**src/rtl/load_store_unit_if.sv**
```systemverilog
`default_nettype none
// ============================================================================
// Module   : load_store_unit_if
// Brief    : CPU-side request/response and memory-beat bundle of the LSU.
// Revision : 1.0 - initial release
// ============================================================================
interface load_store_unit_if #(
    parameter int WIDTH = 32
) ();
    logic             req_valid;
    logic             req_ready;
    logic             req_we;
    logic [2:0]       req_mode;
    logic [WIDTH-1:0] req_addr;
    logic [WIDTH-1:0] req_wdata;

    logic             rsp_valid;
    logic [WIDTH-1:0] rsp_rdata;
    logic             rsp_err;

    logic             mem_req;
    logic             mem_we;
    logic [WIDTH-1:0] mem_addr;
    logic [3:0]       mem_be;
    logic [WIDTH-1:0] mem_wdata;
    logic             mem_ack;
    logic [WIDTH-1:0] mem_rdata;

    // master: the load/store unit itself
    modport master (
        input  req_valid, req_we, req_mode, req_addr, req_wdata,
        output req_ready,
        output rsp_valid, rsp_rdata, rsp_err,
        output mem_req, mem_we, mem_addr, mem_be, mem_wdata,
        input  mem_ack, mem_rdata
    );

    // slave: the CPU execute stage and the data memory seen together
    modport slave (
        output req_valid, req_we, req_mode, req_addr, req_wdata,
        input  req_ready,
        input  rsp_valid, rsp_rdata, rsp_err,
        input  mem_req, mem_we, mem_addr, mem_be, mem_wdata,
        output mem_ack, mem_rdata
    );
endinterface
`default_nettype wire

```
**src/rtl/load_store_unit.sv**
```systemverilog
`default_nettype none
// ============================================================================
// Module   : load_store_unit
// Brief    : Big-endian load/store initiator; splits misaligned accesses into
//            two word beats, merges and extends load data.
// Revision : 1.0 - initial release
// ============================================================================
module load_store_unit #(
    parameter int WIDTH = 32
) (
    input  wire logic          clk,
    input  wire logic          rst_n,
    load_store_unit_if.master  bus
);

    typedef enum logic [1:0] {
        S_IDLE  = 2'd0,
        S_BEAT0 = 2'd1,
        S_BEAT1 = 2'd2,
        S_RESP  = 2'd3
    } state_t;

    state_t           r_state;
    state_t           w_next;

    logic             r_we;
    logic [2:0]       r_mode;
    logic [WIDTH-1:0] r_addr;
    logic [WIDTH-1:0] r_wdata;
    logic [WIDTH-1:0] r_rd0;
    logic [WIDTH-1:0] r_rsp_rdata;
    logic             r_rsp_err;

    logic             w_req_legal;
    logic             w_accept;
    logic [3:0]       w_size_mask;
    logic [4:0]       w_rjsh;
    logic             w_signed;
    logic [1:0]       w_off;
    logic [7:0]       w_lanes;
    logic             w_split;
    logic [WIDTH-1:0] w_base;
    logic [WIDTH-1:0] w_wjust;
    logic [2*WIDTH-1:0] w_wstream;
    logic [55:0]      w_rstream;
    logic [WIDTH-1:0] w_rtop;
    logic [WIDTH-1:0] w_rjust;
    logic [WIDTH-1:0] w_load;
    logic             w_final_ack;
    logic             w_in_beat;

    assign w_req_legal = (bus.req_mode != 3'd0) && (bus.req_mode <= 3'd5);
    assign w_accept    = (r_state == S_IDLE) && bus.req_valid;

    // Size mask is left-justified (offset 0 = bit 3); w_rjsh right-justifies data
    always_comb begin
        w_size_mask = 4'b0000;
        w_rjsh      = 5'd0;
        w_signed    = 1'b0;
        case (r_mode)
            3'b001: begin w_size_mask = 4'b1111; w_rjsh = 5'd0;  w_signed = 1'b0; end
            3'b010: begin w_size_mask = 4'b1100; w_rjsh = 5'd16; w_signed = 1'b1; end
            3'b011: begin w_size_mask = 4'b1000; w_rjsh = 5'd24; w_signed = 1'b1; end
            3'b100: begin w_size_mask = 4'b1100; w_rjsh = 5'd16; w_signed = 1'b0; end
            3'b101: begin w_size_mask = 4'b1000; w_rjsh = 5'd24; w_signed = 1'b0; end
            default: begin w_size_mask = 4'b0000; w_rjsh = 5'd0; w_signed = 1'b0; end
        endcase
    end

    assign w_off   = r_addr[1:0];
    assign w_base  = {r_addr[WIDTH-1:2], 2'b00};
    // Upper nibble: beat0 enables, lower nibble: beat1 enables
    assign w_lanes = {w_size_mask, 4'b0000} >> w_off;
    assign w_split = |w_lanes[3:0];

    assign w_wjust   = r_wdata << w_rjsh;
    assign w_wstream = {w_wjust, {WIDTH{1'b0}}} >> {w_off, 3'b000};

    // Byte stream in address order: beat0 word then the first three bytes of beat1
    assign w_rstream = (r_state == S_BEAT1) ? {r_rd0, bus.mem_rdata[31:8]}
                                            : {bus.mem_rdata, 24'h000000};

    always_comb begin
        w_rtop = w_rstream[55:24];
        case (w_off)
            2'd0:    w_rtop = w_rstream[55:24];
            2'd1:    w_rtop = w_rstream[47:16];
            2'd2:    w_rtop = w_rstream[39:8];
            default: w_rtop = w_rstream[31:0];
        endcase
    end

    assign w_rjust = w_rtop >> w_rjsh;
    assign w_load  = (w_signed && w_rtop[WIDTH-1]) ? (w_rjust | ~({WIDTH{1'b1}} >> w_rjsh))
                                                   : w_rjust;

    assign w_in_beat   = (r_state == S_BEAT0) || (r_state == S_BEAT1);
    assign w_final_ack = bus.mem_ack &&
                         (((r_state == S_BEAT0) && !w_split) || (r_state == S_BEAT1));

    always_ff @(posedge clk) begin
        if (!rst_n) begin
            r_state <= S_IDLE;
        end else begin
            r_state <= w_next;
        end
    end

    always_comb begin
        w_next = r_state;
        case (r_state)
            S_IDLE: begin
                if (bus.req_valid) begin
                    w_next = w_req_legal ? S_BEAT0 : S_RESP;
                end
            end
            S_BEAT0: begin
                if (bus.mem_ack) begin
                    w_next = w_split ? S_BEAT1 : S_RESP;
                end
            end
            S_BEAT1: begin
                if (bus.mem_ack) begin
                    w_next = S_RESP;
                end
            end
            S_RESP:  w_next = S_IDLE;
            default: w_next = S_IDLE;
        endcase
    end

    always_ff @(posedge clk) begin
        if (!rst_n) begin
            r_we        <= 1'b0;
            r_mode      <= 3'b000;
            r_addr      <= '0;
            r_wdata     <= '0;
            r_rd0       <= '0;
            r_rsp_rdata <= '0;
            r_rsp_err   <= 1'b0;
        end else begin
            if (w_accept) begin
                r_we    <= bus.req_we;
                r_mode  <= bus.req_mode;
                r_addr  <= bus.req_addr;
                r_wdata <= bus.req_wdata;
                if (!w_req_legal) begin
                    r_rsp_err   <= 1'b1;
                    r_rsp_rdata <= '0;
                end
            end
            if ((r_state == S_BEAT0) && bus.mem_ack) begin
                r_rd0 <= bus.mem_rdata;
            end
            if (w_final_ack) begin
                r_rsp_err   <= 1'b0;
                r_rsp_rdata <= r_we ? '0 : w_load;
            end
        end
    end

    assign bus.req_ready = (r_state == S_IDLE);
    assign bus.rsp_valid = (r_state == S_RESP);
    assign bus.rsp_rdata = r_rsp_rdata;
    assign bus.rsp_err   = r_rsp_err;

    assign bus.mem_req   = w_in_beat;
    assign bus.mem_we    = w_in_beat && r_we;
    assign bus.mem_addr  = (r_state == S_BEAT0) ? w_base :
                           (r_state == S_BEAT1) ? (w_base + WIDTH'(4)) : '0;
    assign bus.mem_be    = (r_state == S_BEAT0) ? w_lanes[7:4] :
                           (r_state == S_BEAT1) ? w_lanes[3:0] : 4'b0000;
    assign bus.mem_wdata = (r_we && (r_state == S_BEAT0)) ? w_wstream[2*WIDTH-1:WIDTH] :
                           (r_we && (r_state == S_BEAT1)) ? w_wstream[WIDTH-1:0] : '0;

endmodule
`default_nettype wire

```
**src/flat_wrapper.sv**
```systemverilog
// flat-port wrapper written by rule: the top's interface ports become plain ports
module load_store_unit_flat 
#(
    parameter int WIDTH = 32
)
  (clk, rst_n, bus_req_valid, bus_req_we, bus_req_mode, bus_req_addr, bus_req_wdata, bus_req_ready, bus_rsp_valid, bus_rsp_rdata, bus_rsp_err, bus_mem_req, bus_mem_we, bus_mem_addr, bus_mem_be, bus_mem_wdata, bus_mem_ack, bus_mem_rdata);
  load_store_unit_if #(.WIDTH(WIDTH)) bus_i ();
  input  wire logic clk;
  input  wire logic rst_n;
  input wire logic [$bits(bus_i.req_valid)-1:0] bus_req_valid;
  input wire logic [$bits(bus_i.req_we)-1:0] bus_req_we;
  input wire logic [$bits(bus_i.req_mode)-1:0] bus_req_mode;
  input wire logic [$bits(bus_i.req_addr)-1:0] bus_req_addr;
  input wire logic [$bits(bus_i.req_wdata)-1:0] bus_req_wdata;
  output wire logic [$bits(bus_i.req_ready)-1:0] bus_req_ready;
  output wire logic [$bits(bus_i.rsp_valid)-1:0] bus_rsp_valid;
  output wire logic [$bits(bus_i.rsp_rdata)-1:0] bus_rsp_rdata;
  output wire logic [$bits(bus_i.rsp_err)-1:0] bus_rsp_err;
  output wire logic [$bits(bus_i.mem_req)-1:0] bus_mem_req;
  output wire logic [$bits(bus_i.mem_we)-1:0] bus_mem_we;
  output wire logic [$bits(bus_i.mem_addr)-1:0] bus_mem_addr;
  output wire logic [$bits(bus_i.mem_be)-1:0] bus_mem_be;
  output wire logic [$bits(bus_i.mem_wdata)-1:0] bus_mem_wdata;
  input wire logic [$bits(bus_i.mem_ack)-1:0] bus_mem_ack;
  input wire logic [$bits(bus_i.mem_rdata)-1:0] bus_mem_rdata;
  assign bus_i.req_valid = bus_req_valid;
  assign bus_i.req_we = bus_req_we;
  assign bus_i.req_mode = bus_req_mode;
  assign bus_i.req_addr = bus_req_addr;
  assign bus_i.req_wdata = bus_req_wdata;
  assign bus_req_ready = bus_i.req_ready;
  assign bus_rsp_valid = bus_i.rsp_valid;
  assign bus_rsp_rdata = bus_i.rsp_rdata;
  assign bus_rsp_err = bus_i.rsp_err;
  assign bus_mem_req = bus_i.mem_req;
  assign bus_mem_we = bus_i.mem_we;
  assign bus_mem_addr = bus_i.mem_addr;
  assign bus_mem_be = bus_i.mem_be;
  assign bus_mem_wdata = bus_i.mem_wdata;
  assign bus_i.mem_ack = bus_mem_ack;
  assign bus_i.mem_rdata = bus_mem_rdata;
  load_store_unit #(.WIDTH(WIDTH)) u_core (.clk(clk), .rst_n(rst_n), .bus(bus_i));
endmodule
```
**config.mk**
```make
export PLATFORM = sky130hd
export DESIGN_NAME = load_store_unit_flat
export DESIGN_NICKNAME = d
export VERILOG_FILES = /design/src/rtl/load_store_unit_if.sv /design/src/rtl/load_store_unit.sv /design/src/flat_wrapper.sv
export SDC_FILE = /design/constraint.sdc
export NUM_CORES = 1
export LEC_CHECK = 0
export ABC_AREA = 0
export CORE_ASPECT_RATIO = 1.75
export CORE_UTILIZATION = 51
export CTS_CLUSTER_DIAMETER = 80
export DETAILED_ROUTE_END_ITERATION = 7
export GPL_TIMING_DRIVEN = 1
export HOLD_SLACK_MARGIN = 0.08
export PLACE_DENSITY_LB_ADDON = 0.15
export SYNTH_ARGS = -nofsm -noshare
export SYNTH_HDL_FRONTEND = slang
export SYNTH_SLANG_ARGS = --single-unit
```
**constraint.sdc**
```tcl
create_clock -name clk -period 3 [get_ports clk]
set_clock_uncertainty 0.05 [all_clocks]
set_input_delay 0.3 -clock clk [delete_from_list [all_inputs] [get_ports clk]]
set_output_delay 0.3 -clock clk [all_outputs]
set_load 0.02 [all_outputs]
```
; ---- After elaboration in Yosys (flattened, before gate mapping)
; Index checks and enable logic that the tools add are counted.
[word_totals]
regBits = 135
input_bits = 104
output_inout_bits = 105
[op_classes]
addsub = 1
order_cmp = 1
eq_ne = 14
n_shift = 5
mux = 22
n_bitwise = 4
n_reduce_logical = 24
[ops]
columns = cell, n
row1 = 32-bit two-way mux, 9
row2 = 32-bit one-hot mux with 3 select lines, 1
row3 = 64-bit by 5-bit right shift with 64-bit output, 1
row4 = 56-bit two-way mux, 1
row5 = 32-bit by 3-bit adder with 32-bit output (second input constant), 1
row6 = 32-bit NOT, 1
row7 = 32-bit bitwise OR, 1
row8 = 32-bit by 5-bit left shift with 32-bit output, 1
row9 = 32-bit by 5-bit right shift with 32-bit output, 1
row10 = 32-bit by 5-bit right shift with 32-bit output (first input constant), 1
row11 = 4-bit one-hot mux with 3 select lines, 1
row12 = 5-bit one-hot mux with 2 select lines, 1
row13 = 1-bit logical AND, 9
row14 = 2-bit two-way mux, 4
row15 = 4-bit two-way mux, 2
row16 = 2-bit != test (second input constant), 4
row17 = 2-bit one-hot mux with 4 select lines, 1
row18 = 2-bit OR reduction, 4
row19 = 8-bit by 2-bit right shift with 8-bit output, 1
row20 = 2-bit == test (second input constant), 3
row21 = 3-bit by 2-bit == test with 1-bit output (second input constant), 2
row22 = 3-bit == test (second input constant), 2
row23 = 2-bit by 1-bit == test with 1-bit output (second input constant), 2
row24 = 2-bit logical NOT, 2
row25 = other kinds (11), 15

; ---- Logic depth before layout (Yosys ltp)
; Gate-level depths: netlist of the first run.
[depth]
ltp_word = 11
mapped_depth = 11
ltp_nobuf = 7

; ---- Worst setup path after synthesis of the first run
; No wires, ideal clock.
[synth_path]
path_kind = reg2out
startpoint = register u_core.r_mode[2]
endpoint = output port bus_mem_wdata[16]
t_arrival_ps = 2296
setup_slack_ps = 354
path_stages_with_launch = 9
path_cell_list = dfxtp_1 buf_4 inv_1 ha_1 clkbuf_1 clkbuf_1 clkbuf_1 a22oi_1 o21ai_0
[synth_via]
elab_chain_cells = 7
[synth_lines]
columns = item, line_no
row1 = from (decl), load_store_unit.sv:27  ; logic [2:0] r_mode;
row2 = from (signal assigned), load_store_unit.sv:144  ; r_mode <= bus.req_mode;
row3 = 3-bit == test / 3-bit by 2-bit == test with 1-bit output (equally long branches), load_store_unit.sv:60  ; case (r_mode)
row4 = 2-bit OR reduction (no source line), --
row5 = 5-bit one-hot mux with 2 select lines *, load_store_unit.sv:60
row6 = 32-bit by 5-bit left shift with 32-bit output *, load_store_unit.sv:76  ; assign w_wjust = r_wdata << w_rjsh;
row7 = 64-bit by 5-bit right shift with 64-bit output *, load_store_unit.sv:77  ; assign w_wstream = {w_wjust, {WIDTH{1'b0}}} >> {w_off, 3'b000};
row8 = 32-bit two-way mux, load_store_unit.sv:174  ; (r_we && (r_state == S_BEAT1)) ? w_wstream[WIDTH-1:0] : '0;
row9 = 32-bit two-way mux *, load_store_unit.sv:173  ; assign bus.mem_wdata = (r_we && (r_state == S_BEAT0)) ? w_wstream[2*WIDTH-1:WIDTH] :
row10 = to (decl), flat_wrapper.sv:23  ; output wire logic [$bits(bus_i.mem_wdata)-1:0] bus_mem_wdata;
; Every way passes the cells marked *; elsewhere a longest branch is shown, timed or not.

; ---- Worst setup path in the final report of the first run
[layout_path]
startpoint = register u_core.r_mode[2]
endpoint = output port bus_mem_wdata[23]
; Same word-level chain as after synthesis.

==> summary.txt, run 1 <==
Outcome
  • Status: finished, final reports clean

Setup path
  • Startpoint types: flip-flop
  • Data required time of the worst path: between 2 and 3 ns
  • Arr. time, crit path: 2.59 ns
  • Reg-to-reg endpoint: u_core.bus.rsp_rdata[19]
  • Worst Path Max Fanout: 9
  • Depth of the worst register-to-register path: 8
  • Critical path endpoint category: output pin
  • Worst reg-to-reg setup slack: 0.18 ns
  • Startpoint of the worst-slack reg-to-reg timing path: u_core.r_state[0]
  • Worst setup path class: reg2out

Global routing
  • Total congestion overflow after global routing: 0
  • Antenna violations before repair: 1
  • GR Util All Layers: 39.8%
  • Via count of the first global-routing pass: 10100
  • Pin count of the biggest net entering global routing: 105
  • Wire length of the first global-routing pass: 54.2 mm

Yosys
  • Primary FF master, synth: sky130_fd_sc_hd__dfxtp_1
  • Dominant cells by area after synthesis: sky130_fd_sc_hd__dfxtp_1 30%, sky130_fd_sc_hd__nand2_1 11%, sky130_fd_sc_hd__a21boi_0 8.3%
  • Portion of netlist area occupied by mux cells: 9.72%
  • Xor/xnor share of the synthesized area: about 2.7%
  • Synthesis-stage register bit count: 135
  • Number of synthesized flops with an enable pin: 0
  • Sequential share of the synthesized area: about 30%
  • Synth Area in Compound Gates: 29.0%
  • Mean Syn Cell Area: 7.78 um2
  • Post-synthesis cell type with the largest combined area: sky130_fd_sc_hd__dfxtp_1
  • Number of synthesis warnings: 0
  • Area of the mapped netlist: 0.00911 mm2
  • Synth Area in Simple Gates: 22.3%
  • Synth top area share: ~30%
  • Combinational family with the most area after synthesis: compound AO/OA/AOI/OAI gates
  • Number of library cell types mapped by synthesis: 69
  • Post-Synthesis Cells: 1172
  • Adder and majority cell fraction of the synthesized area: 0.961%
  • Share of synthesized flip-flops with an asynchronous set or reset: 0%

STA
  • Post-Route Hold Slack: about 0.37 ns
  • Total count of hold-check failures in the final report: 0
  • Max Slew Vio Count: 0
  • Final period util: 98.0%
  • Peak Freq: 340 MHz
  • Slew @ Worst Pin: around 1.0 ns
  • Setup-failing EPs final: 0
  • Tightest slew margin relative to the limit: 29.3%
  • Clock period minus final worst setup slack: 2.94 ns

Cells and area
  • Proportion of layout cells with a drive suffix above 1: 13.3%
  • Area of the multi-input gates: 0.00600 mm2
  • Layout overhead on the synthesized area: 35.9%
  • Final Net Count: 1497
  • Fillers: ~1500
  • Final standard cell area without fillers: 0.0124 mm2
  • Top library cells by usage in the layout, fill and taps aside: 268 x sky130_fd_sc_hd__nand2_1, 147 x sky130_fd_sc_hd__clkdlybuf4s50_1, 132 x sky130_fd_sc_hd__dfxtp_1
  • Most common cell after layout, fill and taps aside: sky130_fd_sc_hd__nand2_1
  • FF+latch area: 0.00271 mm2

Placed design
  • Buffers on Ports: ~210
  • Final estimated routing congestion in global placement: 1.02
  • Cell area reported after detailed placement: 0.0117 mm2
  • Post-detailed-placement half-perimeter wirelength: 26.0 mm

Pwr
  • Power per unit of standard cell area: 778 mW/mm2
  • Static leakage power: roughly 4.6 nW
  • Worst vdd rail ir drop: just over 0.0006 V

Job
  • # Max-Cap Violations: 0

Routing
  • Initial drt markers: 622
  • DR WL/cell: between 20 and 25 um
  • Vias after detailed routing: 10200
  • Antenna-violating nets left: 0
  • Routed wire length: 35.7 mm
  • DRT Pass-1 Iters: 5
  • DRC Markers: 0
  • Via count normalized by instance count: 6.24

Clock network
  • Number of clock sinks: 135
  • CTS root buffer: sky130_fd_sc_hd__clkbuf_16
  • Insertion delay to the later sink of the worst-skew pair: around 0.44 ns
  • TritonCTS clock tree: yes
  • Number of buffers inserted by hold repair at cts: 0
  • Total clock buffers created by CTS: 17
  • Clk pin slew, worst setup/hold paths: 0.07 ns
  • Buffer levels on the longest clock path: 2
  • H-tree Lvls: 4

Min path
  • Instance count along the most critical hold path: 3
  • Destination of the worst hold path: u_core.r_addr[16]
  • Path type of the worst min-delay path: in2reg
  • Start point of the worst min-delay path: bus_req_addr[16]

Floorplanning
  • Number of rows created at floorplan: 64
  • Die Span Y: 179 um
  • Area of the die: 0.0184 mm2
  • Die width: 103 um
  • Core area: ~0.017 mm2
  • # IOs: 209
  • Initial core utilization: a little over half
-- per-stage QoR --
| stage | total power (W) | std cells | util [%] | TNS (ns) | setup slack [ns] |
|---|---|---|---|---|---|
| finish | 0.00964 | 1631 | 70.9 | 0 | 0.0613 |
| detailed placement | 0.00729 | 1590 | 66.8 | 0 | 0.0134 |
| CTS | 0.00949 | 1626 | 70.5 | -0.00303 | -0.00303 |
| floorplan | 0.00534 | 1173 | - | 0 | 0.354 |
| global route | 0.0101 | 1631 | 70.9 | -0.0264 | -0.00627 |
| global placement | 0.00722 | 1590 | 66.8 | 0 | 0.0635 |
-- timing repair --
| item | CTS | global route |
|---|---|---|
| pin swaps | 3 | 3 |
| gates cloned | 1 | 0 |
| setup endpoints to repair | 59 | 36 |
| buffers inserted | 3 | 4 |
| gates resized for setup | 92 | 36 |
-- cell families (layout without fill, tap and decap cells) --
kind of cell               count (synthesis)  in the layout
DFF                                      135            135
AOI/OAI and AO/OA                        350            350
muxes                                     69             69
xor gates and xnor gates                  27             27
and+or+nand+nor                          461            461
buffers and inverters                    122            348
other                                      1              3
adders and majority gates                  7              7
-- cell usage after synthesis, drive strengths merged (14+ instances only) --
| master | number |
|---|---|
| a221o | 29 |
| a21boi | 101 |
| o21ai | 44 |
| o211ai | 25 |
| a211oi | 18 |
| a22o | 21 |
| mux2 | 16 |
| mux2i | 39 |
| buf | 34 |
| a22oi | 26 |
| inv | 28 |
| clkbuf | 60 |
| nor3 | 16 |
| nand3 | 29 |
| nand4 | 19 |
| dfxtp | 135 |
| mux4 | 14 |
| xor2 | 21 |
| nand2 | 270 |
| nor2 | 72 |
| a21oi | 14 |
-- layer usage --
metal | vias up | GRT usage [%] | share of wire, %
met1 | 4805 | 38.7 | 33
met2 | 516 | 70.3 | 52
met3 | 158 | 8.81 | 6.9
met5 | - | 0 | 0
met4 | 0 | 32.5 | 8.2
li1 | 4696 | - | -
-- worst max-delay path: stages (launching register included) --
cell,delay [ns]
sky130_fd_sc_hd__dfxtp_1,0.31
sky130_fd_sc_hd__buf_4,0.18
sky130_fd_sc_hd__xnor2_2,0.16
sky130_fd_sc_hd__buf_4,0.15
sky130_fd_sc_hd__o21ai_1,0.21
sky130_fd_sc_hd__buf_4,0.22
sky130_fd_sc_hd__and3_1,0.16
sky130_fd_sc_hd__o21ai_0,0.10
sky130_fd_sc_hd__o221ai_1,0.28
sky130_fd_sc_hd__dlygate4sd2_1,0.38
-- how the worst max path moves through the flow --
stage,end,start,cells past startpoint
5_1_grt,bus_mem_wdata[16],u_core.r_mode[1],7
2_1_floorplan,bus_mem_wdata[16],u_core.r_mode[2],8
3_5_place_dp,bus_mem_addr[31],u_core.r_state[1],9
3_3_place_gp,bus_mem_wdata[28],u_core.r_mode[1],6
6_report,bus_mem_wdata[23],u_core.r_mode[2],9
4_1_cts,bus_mem_wdata[31],u_core.r_mode[2],10
-- where the power goes --
group          internal [W]  switching [W]
Combinational       0.00190        0.00298
Sequential          0.00217       0.000371
Clock               0.00132       0.000894
-- layout make-up --
| type | count | share of cell area, % |
|---|---|---|
| repair buffers | 288 | 21.4 |
| flip-flops and latches | 135 | 21.9 |
| inverters | 28 | 0.849 |
| clock inverters | 15 | 1.56 |
| clock buffers | 17 | 3.44 |
| diodes | 1 | 0.0202 |
| multi-input cells | 916 | 48.5 |
| well taps | 231 | 2.33 |
-- state kept, by name, indices dropped and copies added (netlist names) --
name,flops
u_core.r_state,2
u_core.r_addr,32
u_core.r_wdata,32
u_core.r_mode,3
u_core.r_rd0,32
u_core.bus.rsp_rdata,32
u_core.bus.rsp_err,1
u_core.r_we,1
(Power assumes the default switching activity.)
==> run 2: changes to the inputs <==
==> constraint.sdc (replaced) <==
create_clock -name clk -period 2.95 [get_ports clk]
set_clock_uncertainty 0.05 [all_clocks]
set_input_delay 0.295 -clock clk [delete_from_list [all_inputs] [get_ports clk]]
set_output_delay 0.295 -clock clk [all_outputs]
set_load 0.02 [all_outputs]
==> run 2 against run 1 <==
  * Clock power about the same
  * Critical endpoint is now bus_mem_wdata[14]
  * Sequential cell count did not move
  * Count of clock-buffer cells in the layout grew 1
  * Largest cell class unchanged
  * Final area decreased by 0.15%
  * Via count down 0.55%
  * Sequential share of layout area grew 0.11 points
  * Combinational power about the same
  * Register-to-register slack gained 0.03 ns
  * Worst setup slack worse by 0.016 ns
  * Largest power group unchanged
==> summary.txt, run 2 (synthesis gave the netlist of run 1 again) <==
STA
  • Post-Route Hold Slack: 0.363 ns (was 0.373 ns)
  • Setup-failing EPs final: 0 (unchanged)
  • Max Slew Vio Count: 0 (unchanged)
  • Final period util: 98.5%
  • Slew @ Worst Pin: 1.03 ns (was 1.05 ns)
  • Peak Freq: 344 MHz
  • Clock period minus final worst setup slack: a little under 3 ns
  • Total count of hold-check failures in the final report: 0 (unchanged)
  • Tightest slew margin relative to the limit: 30.7% (was 29.3%)
  • Setup repair after global routing missed its margin: yes

Floorplanning
  • Initial core utilization: 52.2% (unchanged)
  • Area of the die: 0.0184 mm2 (unchanged)
  • Die Span Y: 179 um (unchanged)
  • Die width: 103 um (unchanged)
  • Number of rows created at floorplan: 64 (unchanged)
  • Core area: 0.0175 mm2 (unchanged)
  • # IOs: 209 (unchanged)

Placed design
  • Final estimated routing congestion in global placement: 1.01 (was 1.02)
  • # placed instances: 1594 (was 1590)
  • Post-detailed-placement half-perimeter wirelength: 26.3 mm (was 26.0 mm)
  • Buffers on Ports: 206 (unchanged)

Clock network
  • CTS root buffer: sky130_fd_sc_hd__clkbuf_16 (unchanged)
  • Number of buffers inserted by hold repair at cts: 0 (unchanged)
  • Total clock buffers created by CTS: 17 (unchanged)
  • Number of clock sinks: 135 (unchanged)
  • Insertion delay to the later sink of the worst-skew pair: 0.44 ns (about the same)
  • TritonCTS clock tree: yes (unchanged)
  • Clk pin slew, worst setup/hold paths: 0.07 ns (about the same)
  • Buffer levels on the longest clock path: 2 (unchanged)
  • H-tree Lvls: 4 (unchanged)

Global routing
  • GR Util All Layers: 39.6% (was 39.8%)
  • Total congestion overflow after global routing: 0 (unchanged)
  • Wire length of the first global-routing pass: 53.3 mm (was 54.2 mm)
  • Pin count of the biggest net entering global routing: 105 (unchanged)
  • Antenna violations before repair: 1 (unchanged)
  • Via count of the first global-routing pass: 9887 (was 10100)

Cells and area
  • Post-route non-filler standard cell count: 1637 (was 1631)
  • Layout overhead on the synthesized area: 35.6% (was 35.9%)
  • FF+latch area: 0.00272 mm2 (was 0.00271 mm2)
  • Fillers: 1507 (was 1479)
  • Final cell utilization of the core: 70.8% (was 70.9%)
  • Proportion of layout cells with a drive suffix above 1: 14.6% (was 13.3%)
  • Area of the multi-input gates: 0.00600 mm2 (unchanged)
  • Final Net Count: 1503 (was 1497)
  • Top library cells by usage in the layout, fill and taps aside: 268 x sky130_fd_sc_hd__nand2_1, 146 x sky130_fd_sc_hd__clkdlybuf4s50_1, 130 x sky130_fd_sc_hd__dfxtp_1 (was 268 x sky130_fd_sc_hd__nand2_1, 147 x sky130_fd_sc_hd__clkdlybuf4s50_1, 132 x sky130_fd_sc_hd__dfxtp_1)
  • Most common cell after layout, fill and taps aside: sky130_fd_sc_hd__nand2_1 (unchanged)

Routing
  • Antenna-violating nets left: 0 (unchanged)
  • Vias after detailed routing: 10100 (was 10200)
  • Initial drt markers: 466 (was 622)
  • Via count normalized by instance count: 6.18 (was 6.24)
  • DR WL/cell: 21.9 um (about the same)
  • DRT Pass-1 Iters: 5 (unchanged)
  • DRC Markers: 0 (unchanged)
  • Routed wire length: 35.8 mm (was 35.7 mm)

Setup path
  • Cell chain of the critical path: inv_1 > ha_4 > buf_8 > buf_6 > mux4_2 > buf_4 > a221o_1 > clkbuf_2 (was buf_4 > xnor2_2 > buf_4 > o21ai_1 > buf_4 > and3_1 > o21ai_0 > o221ai_1 > dlygate4sd2_1)
  • Depth of the worst register-to-register path: 7 (was 8)
  • Startpoint of the worst-slack reg-to-reg timing path: u_core.r_addr[1] (was u_core.r_state[0])
  • Startpoint types: flip-flop (unchanged)
  • Data required time of the worst path: 2.61 ns (was 2.65 ns)
  • Arr. time, crit path: 2.56 ns (was 2.59 ns)
  • Worst setup path startpoint: u_core.r_mode[2] (unchanged)
  • Crit path buf inv count: 5 (was 4)
  • Stages on worst setup path: 8 (was 9)
  • Stage delay of the slowest cell on the critical path: 0.39 ns (was 0.38 ns)
  • Worst Path Max Fanout: 12 (was 9)
  • Slowest CP cell: sky130_fd_sc_hd__dfxtp_4 (was sky130_fd_sc_hd__dlygate4sd2_1)
  • Critical path endpoint category: output pin (unchanged)
  • Family with the most delay on the worst path: buffers and inverters (unchanged)
  • Worst setup path class: reg2out (unchanged)

Min path
  • Path type of the worst min-delay path: in2reg (unchanged)
  • Start point of the worst min-delay path: bus_req_wdata[0] (was bus_req_addr[16])
  • Instance count along the most critical hold path: 3 (unchanged)

Job
  • # Max-Cap Violations: 0 (unchanged)

Pwr
  • Static leakage power: 4.63 nW (was 4.62 nW)
  • Power per unit of standard cell area: 787 mW/mm2 (was 778 mW/mm2)
  • Worst vdd rail ir drop: 0.000555 V (was 0.000608 V)

Outcome
  • Status: finished, final reports clean (unchanged)
==> run 2: cell types whose count changed in the layout (fill, tap and decap cells not counted), sizes merged <==
cell,previous run,this run
buf,85,96
clkbuf,24,32
clkdlybuf4s15,13,8
clkdlybuf4s50,147,146
clkinv,3,5
dlygate4sd2,36,30
inv,33,30
==> run 2: where the power goes <==
group          internal [W]  switching (W)
sequential          0.00221       0.000377
combinational       0.00189        0.00301
clock               0.00135       0.000882
==> run 2: metal layers <==
layer  part of all wire, %  vias up  GRT usage, %  wire length, um
met4                   9.9        0          36.3             3540
met2                    51      504          70.0            18300
met5                     0        -             0                0
met3                   7.3      201          9.01             2620
met1                    32     4696          36.6            11400
li1                      -     4718             -                -
==> run 2: final cells by class <==
type / count / share of cell area [%]
multi-input cells: 916 / 48.6
clock buffers: 18 / 3.55
flip-flops and latches: 135 / 22.0
well taps: 231 / 2.34
clock inverters: 14 / 1.41
inverters: 28 / 0.850
repair buffers: 294 / 21.3
diodes: 1 / 0.0202
==> run 2: worst min-delay path: stages <==
cell and delay [ns]:
sky130_fd_sc_hd__clkdlybuf4s50_1 0.40, sky130_fd_sc_hd__nand2_1 0.05, sky130_fd_sc_hd__a21boi_0 0.06
==> run 2: path summary, 6_finish.rpt <==
kind	to	slack, ns
max reg2reg	u_core.bus.rsp_rdata[7]	0.21
max	bus_mem_wdata[14]	0.05
min	u_core.r_wdata[0]	0.36
min reg2reg	u_core.r_rd0[16]	0.42
==> run 2: metrics by stage <==
| step | setup TNS [ns] | setup slack, ns | area, um2 | total power [W] |
|---|---|---|---|---|
| after CTS | -0.0179 | -0.0179 | 12400 | 0.00961 |
| after global routing | -0.0484 | -0.0229 | 12400 | 0.0102 |
| after floorplan | 0 | 0.309 | 9120 | 0.00543 |
| after detailed placement | -0.485 | -0.0658 | 11700 | 0.00738 |
| final | 0 | 0.0456 | 12400 | 0.00973 |
| after global placement | -0.356 | -0.0509 | 11700 | 0.00732 |
==> run 2: what timing repair did <==
action                                  in CTS  in global routing
endpoints found under the setup margin      59                 38
buffers inserted                             4                  5
gates cloned                                 1                  0
pin swaps                                    1                  2
resized for setup                          112                 43
